<file path="src/rtl/arith_pkg.sv">
// Shared arithmetic constants, FSM state encoding and sizing helper.
package arith_pkg;

  localparam int BLK_W = 4;

  localparam logic [1:0] ST_IDLE = 2'd0;
  localparam logic [1:0] ST_RUN  = 2'd1;
  localparam logic [1:0] ST_DONE = 2'd2;

  typedef enum logic [1:0] {
    IDLE = ST_IDLE,
    RUN  = ST_RUN,
    DONE = ST_DONE
  } state_t;

  function automatic int clog2(input int v);
    int r;
    r = 0;
    for (int i = 0; i < 31; i++)
      if ((1 << i) < v) r = i + 1;
    return r;
  endfunction

endpackage

</file>
<file path="src/rtl/skip_block_slice.sv">
// One 4-bit ripple slice with a carry-skip bypass.
module skip_block_slice
  import arith_pkg::*;
(
  input  logic [BLK_W-1:0] a,
  input  logic [BLK_W-1:0] b,
  input  logic             cin,
  output logic [BLK_W-1:0] s,
  output logic             cout,
  output logic             skip
);

  logic [BLK_W-1:0] p;
  logic [BLK_W:0]   c;

  assign p    = a ^ b;
  assign c[0] = cin;

  for (genvar i = 0; i < BLK_W; i++) begin : g_bit
    assign s[i]   = p[i] ^ c[i];
    assign c[i+1] = (a[i] & b[i]) | (p[i] & c[i]);
  end

  assign skip = &p;
  assign cout = skip ? cin : c[BLK_W];

endmodule

</file>
<file path="src/rtl/block_serial_subtractor.sv">
// Block-serial signed subtractor D = A - B, one 4-bit block per clock.
// Optional SUB_SATURATE_EN clamps D on signed overflow.
module block_serial_subtractor
  import arith_pkg::*;
#(
  parameter int N = 32
) (
  input  logic                              clk,
  input  logic                              rst,
  input  logic                              in_valid,
  output logic                              in_ready,
  input  logic [N-1:0]                      A,
  input  logic [N-1:0]                      B,
  output logic                              out_valid,
  input  logic                              out_ready,
  output logic [N-1:0]                      D,
  output logic                              borrow,
  output logic                              overflow,
  output logic [clog2(N/BLK_W+1)-1:0]       skip_cnt
);

  localparam int NBLK = N / BLK_W;
  localparam int IW   = clog2(NBLK);
  localparam int SW   = clog2(NBLK + 1);

  typedef logic [NBLK-1:0][BLK_W-1:0] blk_vec_t;

  state_t           state, state_n;
  blk_vec_t         a_q, bn_q, d_q, d_n;
  logic             carry_q;
  logic [IW-1:0]    idx_q;
  logic [SW-1:0]    skip_q;
  logic             borrow_q, ovf_q;

  logic [BLK_W-1:0] s;
  logic             cout, skip;
  logic             last, a_sign, ovf_n;

  skip_block_slice u_slice (
    .a    (a_q[idx_q]),
    .b    (bn_q[idx_q]),
    .cin  (carry_q),
    .s    (s),
    .cout (cout),
    .skip (skip)
  );

  assign last   = (idx_q == IW'(NBLK - 1));
  assign a_sign = a_q[NBLK-1][BLK_W-1];

  // B's sign is the inverse of the stored ~B sign bit
  assign ovf_n = (a_sign == bn_q[NBLK-1][BLK_W-1])
              && (s[BLK_W-1] != a_sign);

  always_comb begin
    state_n = state;
    unique case (state)
      IDLE: if (in_valid) state_n = RUN;
      RUN:  if (last) state_n = DONE;
      DONE: if (out_ready) state_n = IDLE;
      default: state_n = IDLE;
    endcase
  end

  always_comb begin
    d_n = d_q;
    d_n[idx_q] = s;
`ifdef SUB_SATURATE_EN
    if (last && ovf_n)
      d_n = a_sign ? {1'b1, {(N-1){1'b0}}}
                   : {1'b0, {(N-1){1'b1}}};
`endif
  end

  always_ff @(posedge clk or posedge rst) begin
    if (rst) begin
      state    <= IDLE;
      a_q      <= '0;
      bn_q     <= '0;
      d_q      <= '0;
      carry_q  <= 1'b0;
      idx_q    <= '0;
      skip_q   <= '0;
      borrow_q <= 1'b0;
      ovf_q    <= 1'b0;
    end else begin
      state <= state_n;
      unique case (state)
        IDLE: begin
          if (in_valid) begin
            a_q     <= A;
            bn_q    <= ~B;
            carry_q <= 1'b1;
            idx_q   <= '0;
            skip_q  <= '0;
          end
        end
        RUN: begin
          d_q     <= d_n;
          carry_q <= cout;
          idx_q   <= idx_q + IW'(1);
          skip_q  <= skip_q + SW'(skip);
          if (last) begin
            borrow_q <= ~cout;
            ovf_q    <= ovf_n;
          end
        end
        default: ;
      endcase
    end
  end

  assign in_ready  = (state == IDLE) && !rst;
  assign out_valid = (state == DONE);
  assign D         = d_q;
  assign borrow    = borrow_q;
  assign overflow  = ovf_q;
  assign skip_cnt  = skip_q;

endmodule

</file>
<file path="config.mk">
export PLATFORM = sky130hd
export DESIGN_NAME = block_serial_subtractor
export DESIGN_NICKNAME = d
export VERILOG_FILES = /design/src/rtl/arith_pkg.sv /design/src/rtl/skip_block_slice.sv /design/src/rtl/block_serial_subtractor.sv
export SDC_FILE = /design/constraint.sdc
export NUM_CORES = 1
export LEC_CHECK = 0
export BUFFER_PORTS_ARGS = -buffer_cell sky130_fd_sc_hd__buf_2
export CAP_MARGIN = 30
export CORE_MARGIN = 3
export CORE_UTILIZATION = 25
export DETAILED_ROUTE_END_ITERATION = 8
export MAX_ROUTING_LAYER = met4
export SLEW_MARGIN = 25
export SYNTH_ARGS = -nofsm -noshare
export SYNTH_HDL_FRONTEND = slang
export SYNTH_SLANG_ARGS = --single-unit
</file>
<file path="constraint.sdc">
create_clock -name clk -period 4.9 [get_ports clk]
set_input_delay 1.47 -clock clk [delete_from_list [all_inputs] [get_ports clk]]
set_output_delay 1.47 -clock clk [all_outputs]
set_load 0.02 [all_outputs]
</file>
Word level (Yosys, flattened, before mapping)
Index checks and enable logic that the tools add are counted.
W data, S select, Z words.
- output and inout port bits: 40
- input port bits: 68
- word-level logic and storage cells: 90
- flip-flop bits (word level): 108
- $add $sub $neg: 2
- bitwise operators: 19
- mux-type cells: 18
- equal/unequal tests: 8
- reduce and logical (&&, ||, !) cells: 11
- magnitude comparators: 2
- operators with widths (operator ; count):
    $bwmux W32 ; 1
    $not A32 Y32 ; 1
    $bmux W4 S3 ; 2
    $mux W4 ; 4
    $demux W4 S3 ; 1
    $and A1 B1 Y1 ; 8
    $pmux W4 S2 ; 1
    $mux W2 ; 3
    $pmux W2 S3 ; 1
    $pmux W3 S2 ; 1
    $reduce_and A2 Y1 ; 3
    $add A4 B1 Y4 ; 1
    $lt A3 B4 Y1 const B ; 1
    $ne A2 B2 Y1 const B ; 2
    $or A1 B1 Y1 ; 4
    $reduce_and A4 Y1 ; 1
    $xor A1 B1 Y1 ; 4
    $xor A4 B4 Y4 ; 1
    $add A3 B1 Y3 const B ; 1
    $eq A3 B3 Y1 const B ; 1
    $ge A3 B1 Y1 const B ; 1
    $logic_and A1 B1 Y1 ; 3
    $mux W3 ; 1
    $reduce_and A3 Y1 ; 1
    11 further kinds ; 12

Depth between registers and ports, before layout
- depth in word-level cells: 13
- mapped depth: 14
- gate-level depth less buffers: 11

Cells and area by module
A second synthesis with hierarchy kept.
- cell total of the unflattened synthesis: 428
- area, all modules: 4956.0 um^2
- by module, submodules not included (module ; area an instance (um^2) ; seq. area each (um^2) ; times used ; cells each):
    block_serial_subtractor ; 4770.8 ; 2702.6 ; 1 ; 409
    skip_block_slice ; 185.2 ; 0.0 ; 1 ; 19

Worst setup path before layout
No wires, ideal clock.
- path kind: reg-to-reg
- start: register idx_q[2]
- end: register ovf_q, in the netlist overflow
- arrival: 3.463 ns
- data required time: 4.775 ns
- cell stages (with the launch flop): 13
- library setup time: 0.125 ns
- setup slack: 1.312 ns
- path buffers: 3
- clock period less this slack: 3.588 ns
- cells stage by stage: dfrtp_1 -> buf_2 -> buf_2 -> a311o_1 -> a221oi_1 -> fa_1 -> inv_1 -> fa_1 -> fa_1 -> fa_1 -> buf_1 -> o22ai_1 -> mux2_2
- cells in the longest elaborated chain, start to end: 12
- elaborated cells between the ends (all ways): 19
- those cells by class: eq/ne: 2; mux: 4; bitwise: 11; reduce/logical: 2
- RTL lines (element ; line ; RTL):
    from (decl) ; block_serial_subtractor.sv:31 ; logic [IW-1:0] idx_q;
    from (signal assigned) ; block_serial_subtractor.sv:101 ; idx_q <= idx_q + IW'(1);
    $bmux W4 S3 (on tied branches) ; block_serial_subtractor.sv:40, block_serial_subtractor.sv:41 ;
    $mux W4 (on tied branches) ; block_serial_subtractor.sv:40, block_serial_subtractor.sv:41 ;
    $xor A4 B4 Y4 ; skip_block_slice.sv:16 ; assign p = a ^ b;
    $and A1 B1 Y1 ; skip_block_slice.sv:21 ; assign c[i+1] = (a[i] & b[i]) | (p[i] & c[i]);
    $or A1 B1 Y1 ; skip_block_slice.sv:21 ;
    $and A1 B1 Y1 ; skip_block_slice.sv:21 ;
    $or A1 B1 Y1 ; skip_block_slice.sv:21 ;
    $and A1 B1 Y1 ; skip_block_slice.sv:21 ;
    $or A1 B1 Y1 ; skip_block_slice.sv:21 ;
    $xor A1 B1 Y1 (*) ; skip_block_slice.sv:20 ; assign s[i] = p[i] ^ c[i];
    net s[3] ; block_serial_subtractor.sv:35 ; logic [BLK_W-1:0] s;
    $ne A1 B1 Y1 (*) ; block_serial_subtractor.sv:53 ; && (s[BLK_W-1] != a_sign);
    $logic_and A1 B1 Y1 (*) ; block_serial_subtractor.sv:53 ;
    to (signal assigned) ; block_serial_subtractor.sv:105 ; ovf_q <= ovf_n;
    to (decl) ; block_serial_subtractor.sv:33 ; logic borrow_q, ovf_q;
Mark *: on every way through the listed nets, which the timed path passes. The rest lies on a longest branch. The select of a mux whose other input is x is not followed.
A chain may end at the register's enable or synchronous reset.

Worst setup path in the final report
- start: register idx_q[0]
- end: register ovf_q, in the netlist overflow
The elaborated chain is that of the path after synthesis.

==> flow_summary.json <==
{
  "status": "finished, final reports clean",
  "ir_drop_v": 0.000416,
  "syn_area_per_cell_um2": 11.2,
  "die-width_um": 146,
  "clkSlewWorstSetupHoldPaths_ns": 0.07,
  "post-route-drc-count": 0,
  "clk_latency_ns": 0.36,
  "htreeDepth": 3,
  "dieArea_um2": 21300,
  "drive_gt1_frac": 0.315,
  "crit_arrival_ns": 4.27,
  "hold_viol": 0,
  "tritoncts": "yes",
  "synth_nets": 517,
  "layout_common_cells": "nand2_1, dfrtp_1, buf_2",
  "finalWirelength_mm": 12.2,
  "crit_fanout": 16,
  "gp_congestion": 0.793,
  "start_kind": "flop",
  "vias_per_cell": 4.23,
  "dpl.hpwl_mm": 8.99,
  "crit_path_frequent_cell": "fa_1",
  "cts_buffer_depth": 2,
  "firstDrtPassIters": 4,
  "r2r_slack_ns": 0.87,
  "root_buffer": "clkbuf_16",
  "cts_made_buffers": 9,
  "required_ns": 5.14,
  "start_util": 0.259,
  "pin_count": 108,
  "final_common_cell": "nand2_1",
  "grt_max_degree": 61,
  "timing.setup.tns_ns": 0,
  "post-route-period-util": 0.822,
  "worstSetupEndpointType": "flop",
  "maxCapViolations": 0,
  "hold_depth": 2,
  "core_area_um2": 19000,
  "slowest_delay_ns": 0.81,
  "fin_skew_ns": 0.00626,
  "overflow": 0,
  "io_buffer_count": 107,
  "rsz0062_at_grt": "no",
  "worstRegToRegCells": 9,
  "areaGrowthSynthToFinish_pct": 22.6,
  "vias": 3384,
  "cp_num_buf_inv": 1,
  "cts.repair.resized": 0,
  "ys_types": 35,
  "syn_inst": 437,
  "hp-class": "flop to flop",
  "min_period_ns": 4.03,
  "final_area_um2": 6010,
  "drt_first_iter_violations": 175,
  "ctsHoldBuffers": 0,
  "slew_headroom": 0.522,
  "finalSetupViolCount": 0,
  "clock.fmax_mhz": 248,
  "antenna_found_initial": 0,
  "crit_family": "adder cells",
  "synth_top_family_by_area": "multiplexers",
  "cp_cell_sequence": "mux4_1 > mux2i_1 > fa_1 > inv_1 > fa_1 > fa_1 > fa_1 > o22ai_1 > mux2_2",
  "synth-xor-area-share": 0.00357,
  "cts_setup_buffers": 0,
  "grt_pass1_vias": 3452,
  "wl_per_cell_um": 15.2,
  "path_depth": 9,
  "yosysSeqAreaShare": 0.551,
  "track_usage": 0.120,
  "placed_area_um2": 5690,
  "ant_nets": 0,
  "synth_compound_area_frac": 0.0490,
  "synth-seq-cells": 108,
  "synth_area_um2": 4900,
  "p_per_area_nw_per_um2": 769,
  "cts_num_sinks": 108,
  "worst_slew_pin_slew_ns": 0.717,
  "crit_type": "flop to flop",
  "crit_slowest_cell": "dfrtp_1",
  "place_inst": 784,
  "synthSimpleGateAreaFrac": 0.152,
  "finalNetCount": 615,
  "antennaDiodeCount": 0,
  "synth_fa_ha_area_frac": 0.0368,
  "maxSlewViolCount": 0,
  "yosys_warnings": 0,
  "grt_pass1_wl_mm": 19.5,
  "die_y_um": 146,
  "leakagePower_nw": 3.01,
  "rows": 50,
  "fin_cells": 800,
  "synth.area.mux_share": 0.169
}
==> power by group <==
group / switching (W) / total, W / internal (W)
combinational: 0.00127 / 0.00220 / 0.000924
clock: 0.000344 / 0.000795 / 0.000451
sequential: 0.000305 / 0.00163 / 0.00132
total: 0.00192 / 0.00462 / 0.00270
==> path summary, 6_finish.rpt <==
| check | startpoint | endpoint |
|---|---|---|
| worst max-delay path | idx_q[0] | overflow |
| worst min-delay path | a_q[8] | a_q[8] |
| worst max register to register | idx_q[0] | overflow |
| worst min register to register | a_q[8] | a_q[8] |
| max in group asynchronous | rst | a_q[17] |
| min in group asynchronous | rst | D[21] |
==> sequential cells by signal, indices dropped and copies added, names as in the netlist <==
signal,count
D,32
a_q,32
bn_q,32
borrow,1
carry_q,1
idx_q,3
overflow,1
skip_cnt,4
state,2
==> metrics by stage <==
step                      power (W)  hold slack [ns]  worst slack (ns)  utilization
after floorplan             0.00314            0.437             0.584            -
after global routing        0.00502            0.489             0.610        0.317
final                       0.00462            0.470             0.873        0.317
after detailed placement    0.00390            0.456             0.826        0.300
after CTS                   0.00471            0.474             0.809        0.317
after global placement      0.00383            0.453             0.924        0.299
==> metal layers <==
layer  up-vias  GRT usage  part of all wire
li1       1669          -                 -
met1      1622      0.159              0.48
met2        86      0.186              0.47
met3         7     0.0360             0.046
met4         0     0.0240            0.0062
met5         -          -                 0
==> cell usage after synthesis <==
cell        n  area, um2
inv_2       1       3.75
dfrtp_1   108       2700
a221o_1     1       10.0
a221oi_1    1       8.76
xor2_1      2       17.5
mux2i_1    10        100
clkbuf_8    1       13.8
buf_8       1       15.0
or3b_2      1       8.76
clkbuf_1    8       30.0
mux4_2      3       67.6
mux4_1     11        289
inv_1      11       41.3
nand2_1   142        533
and3b_1     1       8.76
and4_1      1       8.76
nor2b_1     4       25.0
nor3_1      2       10.0
a311o_1     1       10.0
nor3b_2     2       25.0
fa_1        4       80.1
mux2_2     33        372
buf_6       1       11.3
nor2_1      5       18.8
nand2b_1    3       18.8
nand3_1    10       50.1
o31ai_1     2       15.0
nand3b_1    4       30.0
ha_1        8        100
buf_4       1       7.51
nand4_1     1       6.26
o22ai_1     1       6.26
buf_1       2       7.51
o21ai_0    38        190
buf_2      12       60.1
==> worst min-delay path: stages, from the launching register on <==
cell and delay, ns:
dfrtp_1 0.34, nand2_1 0.05, nand2_1 0.05
==> area by class of cell <==
type,count,area (um2)
tap,260,325
fill,2003,12900
inverter,12,47.5
timing repair buffer,113,593
multi-input combinational,291,2020
sequential,108,2700
clock buffer,9,225
clock inverter,7,97.6
==> logic make-up after synthesis <==
kind of cell,Yosys count
AND/OR/NAND/NOR,176
flip-flops,108
multiplexers,57
AO/OA/AOI/OAI,44
buffers and inverters,38
adder cells (fa/ha/maj),12
XOR/XNOR,2
No activity file was read; power rests on OpenSTA's default activity.
